## src/rtl/ir_pkg.sv

```systemverilog
// Shared NEC infrared definitions: default timing and transmitter state encoding.
// Latency: n/a (constants and helpers only).
// Backpressure: n/a.
//
// All durations are in clock cycles of a 50 MHz reference clock,
// where one cycle is 20 ns (0.02 us). The receiver derives its
// thresholds from the same defaults.
package ir_pkg;

    // NEC frame timing defaults at 50 MHz.
    localparam int NEC_LEADER_MARK_DUR  = 450_000;    // 9.0 ms
    localparam int NEC_LEADER_SPACE_DUR = 225_000;    // 4.5 ms
    localparam int NEC_BIT_MARK_DUR     = 28_125;     // 562.5 us
    localparam int NEC_ZERO_SPACE_DUR   = 28_125;     // 562.5 us
    localparam int NEC_ONE_SPACE_DUR    = 84_375;     // 1.6875 ms
    localparam int NEC_GAP_DUR          = 2_000_000;  // 40 ms guard
    localparam int NEC_CARRIER_HALF     = 658;        // ~38 kHz carrier
    localparam int NEC_CNT_W            = 22;

    // Transmitter state encoding (kept as plain constants for legacy tools).
    localparam logic [2:0] ST_IDLE         = 3'd0;
    localparam logic [2:0] ST_LEADER_MARK  = 3'd1;
    localparam logic [2:0] ST_LEADER_SPACE = 3'd2;
    localparam logic [2:0] ST_BIT_MARK     = 3'd3;
    localparam logic [2:0] ST_BIT_SPACE    = 3'd4;
    localparam logic [2:0] ST_STOP_MARK    = 3'd5;
    localparam logic [2:0] ST_GAP          = 3'd6;

    // A mark is any state in which the carrier burst is on the air.
    function automatic logic is_mark_state(input logic [2:0] st);
        return (st == ST_LEADER_MARK) || (st == ST_BIT_MARK) || (st == ST_STOP_MARK);
    endfunction

endpackage

```

## src/rtl/ir_carrier_gen.sv

```systemverilog
// Carrier generator: square wave starting high for CARRIER_HALF cycles, then toggling.
// Latency: registered; output reflects enable/restart from the same edge they are sampled.
// Backpressure: none; free-running while enabled, forced low and phase cleared when disabled.
module ir_carrier_gen
    import ir_pkg::*;
#(
    parameter int CARRIER_HALF = NEC_CARRIER_HALF
)
(
    input  logic clk_i,
    input  logic rst_i,
    input  logic enable_i,
    input  logic restart_i,
    output logic carrier_o
);

    localparam int PH_W = (CARRIER_HALF > 1) ? $clog2(CARRIER_HALF) : 1;
    localparam logic [PH_W-1:0] PH_LAST = PH_W'(CARRIER_HALF - 1);

    logic [PH_W-1:0] phase_q, phase_d;
    logic            car_q, car_d;

    // Next phase/level: restart forces a fresh high half-period, otherwise
    // toggle each time the phase counter completes a half-period.
    always_comb begin
        phase_d = phase_q;
        car_d   = car_q;
        if (!enable_i) begin
            phase_d = '0;
            car_d   = 1'b0;
        end else if (restart_i) begin
            phase_d = '0;
            car_d   = 1'b1;
        end else if (phase_q == PH_LAST) begin
            phase_d = '0;
            car_d   = ~car_q;
        end else begin
            phase_d = phase_q + PH_W'(1);
        end
    end

    // Carrier state registers with synchronous reset.
    always_ff @(posedge clk_i) begin
        if (rst_i) begin
            phase_q <= '0;
            car_q   <= 1'b0;
        end else begin
            phase_q <= phase_d;
            car_q   <= car_d;
        end
    end

    assign carrier_o = car_q;

endmodule

```

## src/rtl/ir_transmitter.sv

```systemverilog
// NEC IR transmitter: leader, 32 LSB-first pulse-distance bits, stop burst, guard gap.
// Latency: envelope falls on the edge that accepts i_SEND (visible one cycle later).
// Backpressure: i_SEND is ignored while o_BUSY is high; no queueing of requests.
module ir_transmitter
    import ir_pkg::*;
#(
    parameter int LEADER_MARK_DUR  = NEC_LEADER_MARK_DUR,
    parameter int LEADER_SPACE_DUR = NEC_LEADER_SPACE_DUR,
    parameter int BIT_MARK_DUR     = NEC_BIT_MARK_DUR,
    parameter int ZERO_SPACE_DUR   = NEC_ZERO_SPACE_DUR,
    parameter int ONE_SPACE_DUR    = NEC_ONE_SPACE_DUR,
    parameter int GAP_DUR          = NEC_GAP_DUR,
    parameter int CARRIER_HALF     = NEC_CARRIER_HALF,
    parameter int CNT_W            = NEC_CNT_W
)
(
    input  logic        i_CLOCK_POS,
    input  logic        i_RESET_POS,
    input  logic        i_SEND,
    input  logic [31:0] i_DATA,
    output logic        o_BUSY,
    output logic        o_DONE,
    output logic        o_IRDA_ENV,
    output logic        o_IR_LED
);

    // Terminal counts: a segment exits when the counter reaches DUR-1.
    localparam logic [CNT_W-1:0] LM_LAST   = CNT_W'(LEADER_MARK_DUR - 1);
    localparam logic [CNT_W-1:0] LS_LAST   = CNT_W'(LEADER_SPACE_DUR - 1);
    localparam logic [CNT_W-1:0] BM_LAST   = CNT_W'(BIT_MARK_DUR - 1);
    localparam logic [CNT_W-1:0] ZERO_LAST = CNT_W'(ZERO_SPACE_DUR - 1);
    localparam logic [CNT_W-1:0] ONE_LAST  = CNT_W'(ONE_SPACE_DUR - 1);
    localparam logic [CNT_W-1:0] GAP_LAST  = CNT_W'(GAP_DUR - 1);

    logic [2:0]       state_q, state_d;
    logic [CNT_W-1:0] cnt_q, cnt_d;
    logic [5:0]       bit_cnt_q, bit_cnt_d;
    logic [31:0]      shift_q, shift_d;
    logic             busy_q, busy_d;
    logic             done_q, done_d;
    logic             env_q, env_d;

    logic [CNT_W-1:0] seg_last_val;
    logic             seg_last;
    logic             car_en;
    logic             car_restart;

    // Terminal count of the current segment; a bit space length follows the pending LSB.
    always_comb begin
        seg_last_val = '0;
        case (state_q)
            ST_LEADER_MARK:  seg_last_val = LM_LAST;
            ST_LEADER_SPACE: seg_last_val = LS_LAST;
            ST_BIT_MARK:     seg_last_val = BM_LAST;
            ST_BIT_SPACE:    seg_last_val = shift_q[0] ? ONE_LAST : ZERO_LAST;
            ST_STOP_MARK:    seg_last_val = BM_LAST;
            ST_GAP:          seg_last_val = GAP_LAST;
            default:         seg_last_val = '0;
        endcase
    end

    assign seg_last = (cnt_q == seg_last_val);

    // Frame sequencer: state, shift register and bit counter next-state.
    always_comb begin
        state_d   = state_q;
        shift_d   = shift_q;
        bit_cnt_d = bit_cnt_q;
        case (state_q)
            ST_IDLE: begin
                bit_cnt_d = '0;
                if (i_SEND) begin
                    state_d = ST_LEADER_MARK;
                    shift_d = i_DATA;
                end
            end
            ST_LEADER_MARK: begin
                if (seg_last) state_d = ST_LEADER_SPACE;
            end
            ST_LEADER_SPACE: begin
                if (seg_last) state_d = ST_BIT_MARK;
            end
            ST_BIT_MARK: begin
                if (seg_last) state_d = ST_BIT_SPACE;
            end
            ST_BIT_SPACE: begin
                if (seg_last) begin
                    shift_d   = {1'b0, shift_q[31:1]};
                    bit_cnt_d = bit_cnt_q + 6'd1;
                    state_d   = (bit_cnt_q == 6'd31) ? ST_STOP_MARK : ST_BIT_MARK;
                end
            end
            ST_STOP_MARK: begin
                if (seg_last) state_d = ST_GAP;
            end
            ST_GAP: begin
                if (seg_last) state_d = ST_IDLE;
            end
            default: begin
                state_d = ST_IDLE;
            end
        endcase
    end

    // Duration counter restarts on every state change and idles at zero.
    always_comb begin
        if ((state_d != state_q) || (state_q == ST_IDLE)) begin
            cnt_d = '0;
        end else begin
            cnt_d = cnt_q + CNT_W'(1);
        end
    end

    // Outputs are computed from the next state so they register on the same
    // edge as the state they describe; done marks the final stop-burst cycle.
    always_comb begin
        busy_d = (state_d != ST_IDLE);
        env_d  = ~is_mark_state(state_d);
        done_d = (state_d == ST_STOP_MARK) && (cnt_d == BM_LAST);
    end

    assign car_en      = is_mark_state(state_d);
    assign car_restart = is_mark_state(state_d) && !is_mark_state(state_q);

    // Sequencer, counters and registered outputs with synchronous reset.
    always_ff @(posedge i_CLOCK_POS) begin
        if (i_RESET_POS) begin
            state_q   <= ST_IDLE;
            cnt_q     <= '0;
            bit_cnt_q <= '0;
            shift_q   <= '0;
            busy_q    <= 1'b0;
            done_q    <= 1'b0;
            env_q     <= 1'b1;
        end else begin
            state_q   <= state_d;
            cnt_q     <= cnt_d;
            bit_cnt_q <= bit_cnt_d;
            shift_q   <= shift_d;
            busy_q    <= busy_d;
            done_q    <= done_d;
            env_q     <= env_d;
        end
    end

    ir_carrier_gen #(
        .CARRIER_HALF (CARRIER_HALF)
    ) u_carrier (
        .clk_i     (i_CLOCK_POS),
        .rst_i     (i_RESET_POS),
        .enable_i  (car_en),
        .restart_i (car_restart),
        .carrier_o (o_IR_LED)
    );

    assign o_BUSY     = busy_q;
    assign o_DONE     = done_q;
    assign o_IRDA_ENV = env_q;

endmodule

```

## config.mk

```make
export PLATFORM = sky130hd
export DESIGN_NAME = ir_transmitter
export DESIGN_NICKNAME = d
export VERILOG_FILES = /design/src/rtl/ir_pkg.sv /design/src/rtl/ir_carrier_gen.sv /design/src/rtl/ir_transmitter.sv
export SDC_FILE = /design/constraint.sdc
export NUM_CORES = 1
export LEC_CHECK = 0
export ABC_CLOCK_PERIOD_IN_PS = 3650
export CORE_UTILIZATION = 55
export DETAILED_ROUTE_END_ITERATION = 10
export GPL_ROUTABILITY_DRIVEN = 0
export GPL_TIMING_DRIVEN = 0
export MAX_ROUTING_LAYER = met4
export PLACE_DENSITY_LB_ADDON = 0.15
export SLEW_MARGIN = 30
export SYNTH_ARGS = -nofsm -noshare
export SYNTH_HDL_FRONTEND = slang
export SYNTH_SLANG_ARGS = --single-unit
```

## constraint.sdc

```tcl
create_clock -name i_CLOCK_POS -period 3.65 [get_ports i_CLOCK_POS]
set_clock_uncertainty 0.1 [all_clocks]
set_input_delay 0.5475 -clock i_CLOCK_POS [delete_from_list [all_inputs] [get_ports i_CLOCK_POS]]
set_output_delay 0.5475 -clock i_CLOCK_POS [all_outputs]
set_load 0.01 [all_outputs]
```

==> results.md <==
### Status
- outcome: completed

### Synthesis
- number of synthesized flops with an enable pin: 0
- post-synthesis area per instance: 7.823 um2
- Yosys warnings: 0
- post-synth top area cell: sky130_fd_sc_hd__dfxtp_1
- share of the synthesized area in the top cell type: 35.31%
- number of distinct library cells after synthesis: 60
- Post-Synthesis Cell Area: 4365 um2
- most used standard cell by instance count after synthesis: sky130_fd_sc_hd__dfxtp_1
- syn_nets: 597
- leading cell types by count after synthesis: sky130_fd_sc_hd__dfxtp_1 (77), sky130_fd_sc_hd__nor2_1 (69), sky130_fd_sc_hd__nand2_1 (41), sky130_fd_sc_hd__a21oi_1 (37), sky130_fd_sc_hd__a211oi_1 (34)
- main flop type after synthesis: sky130_fd_sc_hd__dfxtp_1
- share of the yosys chip area belonging to registers: 35.31%
- top cells by area, synth: sky130_fd_sc_hd__dfxtp_1 (35%), sky130_fd_sc_hd__nor2_1 (5.9%), sky130_fd_sc_hd__a211oi_1 (5.8%), sky130_fd_sc_hd__a21oi_1 (4.2%), sky130_fd_sc_hd__nand2_1 (3.5%)
- asr flop ratio synth: 0%
- Seq cells post-synth: 77
- Post-Synthesis Cells: 558

### Clocking
- clock tree from TritonCTS: yes
- Clk pin slew, worst setup/hold paths: 0.09 ns
- sink count of the clock tree: 77
- latest clock arrival within the worst-skew pair: 0.36 ns
- post-CTS setup buffer count: 0
- CTS Buf Count: 9
- cts-stage hold buffer count: 0
- H-tree levels: 3
- maximum buffer depth of the clock tree: 2
- CTS Root Cell: sky130_fd_sc_hd__clkbuf_8
- post-cts gate resize count: 0

### Detailed routing
- Pre-antenna DRT Iters: 5
- number of antenna-violating nets in the routed design: 0
- remaining design rule violation count: 0
- Iteration-0 DRC Markers: 248
- wire length after detailed routing: 11,060 um
- wire length per cell after detailed routing: 15.51 um
- ratio of routed vias to standard cells: 5.847
- count of vias placed by the detailed router: 4,169

### Power
- Cell Pwr Density: 375.5 nW/um2
- Leak Pwr: 1.710 nW
- maximum ir drop on the vdd rail: 0.0002129 V

### Worst setup path
- minimum setup slack among reg-to-reg paths: 0.47 ns
- count of cells along the worst register-to-register path: 11
- Slowest Stage Delay on Critical Path: 0.42 ns
- type of origin of the critical path: flip-flop
- Req. time, crit path: 3.78 ns
- Critical Path End Type: flip-flop
- crit path DAT: 3.31 ns
- worst r2r dst: shift_q[28]
- slowest cell on the critical path: sky130_fd_sc_hd__nor4b_4
- launch instance of the worst register-to-register path: state_q[2]
- CP top delay family: compound AO/OA/AOI/OAI gates
- CP Class: flip-flop to flip-flop
- critical path startpoint: state_q[2]
- chain of cells forming the critical path: buf_4 > buf_6 > nand2_1 > a21oi_1 > o32ai_1 > nand4_1 > nor4b_4 > a32oi_1 > clkbuf_1 > a211oi_1 > a211oi_1
- CP max FO: 10
- most frequent CP cell: sky130_fd_sc_hd__a211oi_1
- cell depth of the worst setup path: 11
- number of buffers and inverters on the critical path: 3
- crit path to: shift_q[28]

### Timing
- sum of negative setup slack: 0 ns
- actual transition at the worst max-transition pin: 0.7468 ns
- Post-Route Hold Slack: 0.3595 ns
- Hold Vio Cnt, Final: 0
- final setup violation count: 0
- fin. max-slew vios: 0
- portion of the clock cycle consumed by the worst path in the final layout: 87.16%
- final worst setup slack: 0.4687 ns
- shortest period the worst path allows: 3.181 ns
- Max-Slew Margin vs Limit: 50.21%
- fmax: 314.3 MHz
- RSZ-0062 raised after global routing: no

### Floorplan
- height of the die: 91.09 um
- floorplan core area: 7687 um2
- die outline width: 91.09 um
- I/O pin total: 39
- initial standard-cell utilization of the core: 56.79%
- area of the die: 8297 um2
- number of rows in the core area: 32

### Global routing
- Global Route Usage Sum: 28.13%
- pin count of the biggest net entering global routing: 16
- sum of overflow across all layers after global routing: 0
- global-route wire length before repair: 18,320 um
- number of global-route vias before repair: 3,869
- initial antenna violation count: 0

### Cells and area
- Final Net Count: 645
- layout overhead on the synthesized area: 16.14%
- final core utilization: 65.95%
- number of fill cells in the layout: 680
- fraction of final layout cells with drive strength greater than 1: 7.692%
- Antenna diodes: 0
- number of standard cells in the final layout excluding fillers: 713

### Worst hold path
- Worst Hold Launch: shift_q[19]
- class of the tightest hold or removal check: flip-flop to flip-flop

### Placement
- post-detailed-placement half-perimeter wirelength: 7875 um
- count of buffers from port buffering: 37
- Post-Place Cells: 697
- pre-CTS worst setup slack: 0.5703 ns

### Job
- Max Cap Violations: 0

[layout make-up]
cell class	count	area (um2)	area share, %
Sequential cell	77	1541	30.40
Inverter	26	97.59	1.925
Buffer	49	240.2	4.738
Multi-Input combinational cell	406	2486	49.04
Timing Repair Buffer	37	370.4	7.305
Clock inverter	7	82.58	1.629
Clock buffer	9	123.9	2.443
Tap cell	102	127.6	2.517
[registers in the layout (all words and copies together), names as in the netlist]
signal	flops
shift_q	32
cnt_q	22
u_carrier.phase_q	10
bit_cnt_q	6
state_q	3
o_BUSY	1
o_DONE	1
o_IRDA_ENV	1
u_carrier.carrier_o	1
[cells in the final DEF (no fill, tap or decap), drive strengths merged, types with 3 or more instances in the layout]
master          n
nor2           69
o221ai          3
o31ai           6
ha              4
nor4            4
buf            24
nor3           10
xnor2          14
clkdlybuf4s50  37
a211o          17
o211ai          3
nand4          14
nand2b          9
a31oi          10
or4             3
a211oi         35
or3             6
and3            5
and2            3
o21ai          17
xor2           17
nand3          19
nor2b          21
nor3b           3
clkbuf         34
nor4bb          3
nand2          41
dfxtp          77
inv            29
a21oi          37
[cell families after synthesis]
| kind of cell | synth area share [%] |
|---|---|
| simple gates | 25.91 |
| compound gates | 23.42 |
| flops | 35.31 |
| buf+inv | 7.738 |
| xor+xnor | 6.220 |
| fa+ha+maj | 1.147 |
| mux | 0.2579 |
[layer usage]
metal / routed length, um / global-route usage, % / vias up
li1: - / - / 2078
met4: 263 / 13.36 / 0
met2: 5123 / 44.32 / 129
met1: 5115 / 35.42 / 1936
met3: 556 / 4.271 / 26
met5: 0 / - / -
[how the worst min path moves through the flow]
stage,endpoint,depth (start not counted)
3_5_place_dp,shift_q[19],2
2_1_floorplan,shift_q[11],2
6_report,shift_q[19],2
5_1_grt,shift_q[7],2
4_1_cts,shift_q[19],2
3_3_place_gp,shift_q[7],2
[through the flow]
| stage | area [um2] | total power [W] |
|---|---|---|
| detailed placement | 4863 | 0.001253 |
| floorplan | 4365 | 0.001140 |
| finish | 5070 | 0.001904 |
| CTS | 5070 | 0.001912 |
| global route | 5070 | 0.001989 |
| global placement | 4863 | 0.001247 |
[power by group]
part | switching [W] | internal (W)
sequential | 0.0000222 | 0.000885
clock | 0.000339 | 0.000326
combinational | 0.000190 | 0.000142
total | 0.000551 | 0.00135
[worst min-delay path, cell delays in order, from the launching register on]
cell and delay [ns]:
sky130_fd_sc_hd__dfxtp_1 0.31, sky130_fd_sc_hd__nand2_1 0.05, sky130_fd_sc_hd__a21oi_1 0.05
Note: power is estimated with default switching activity, not from simulation.
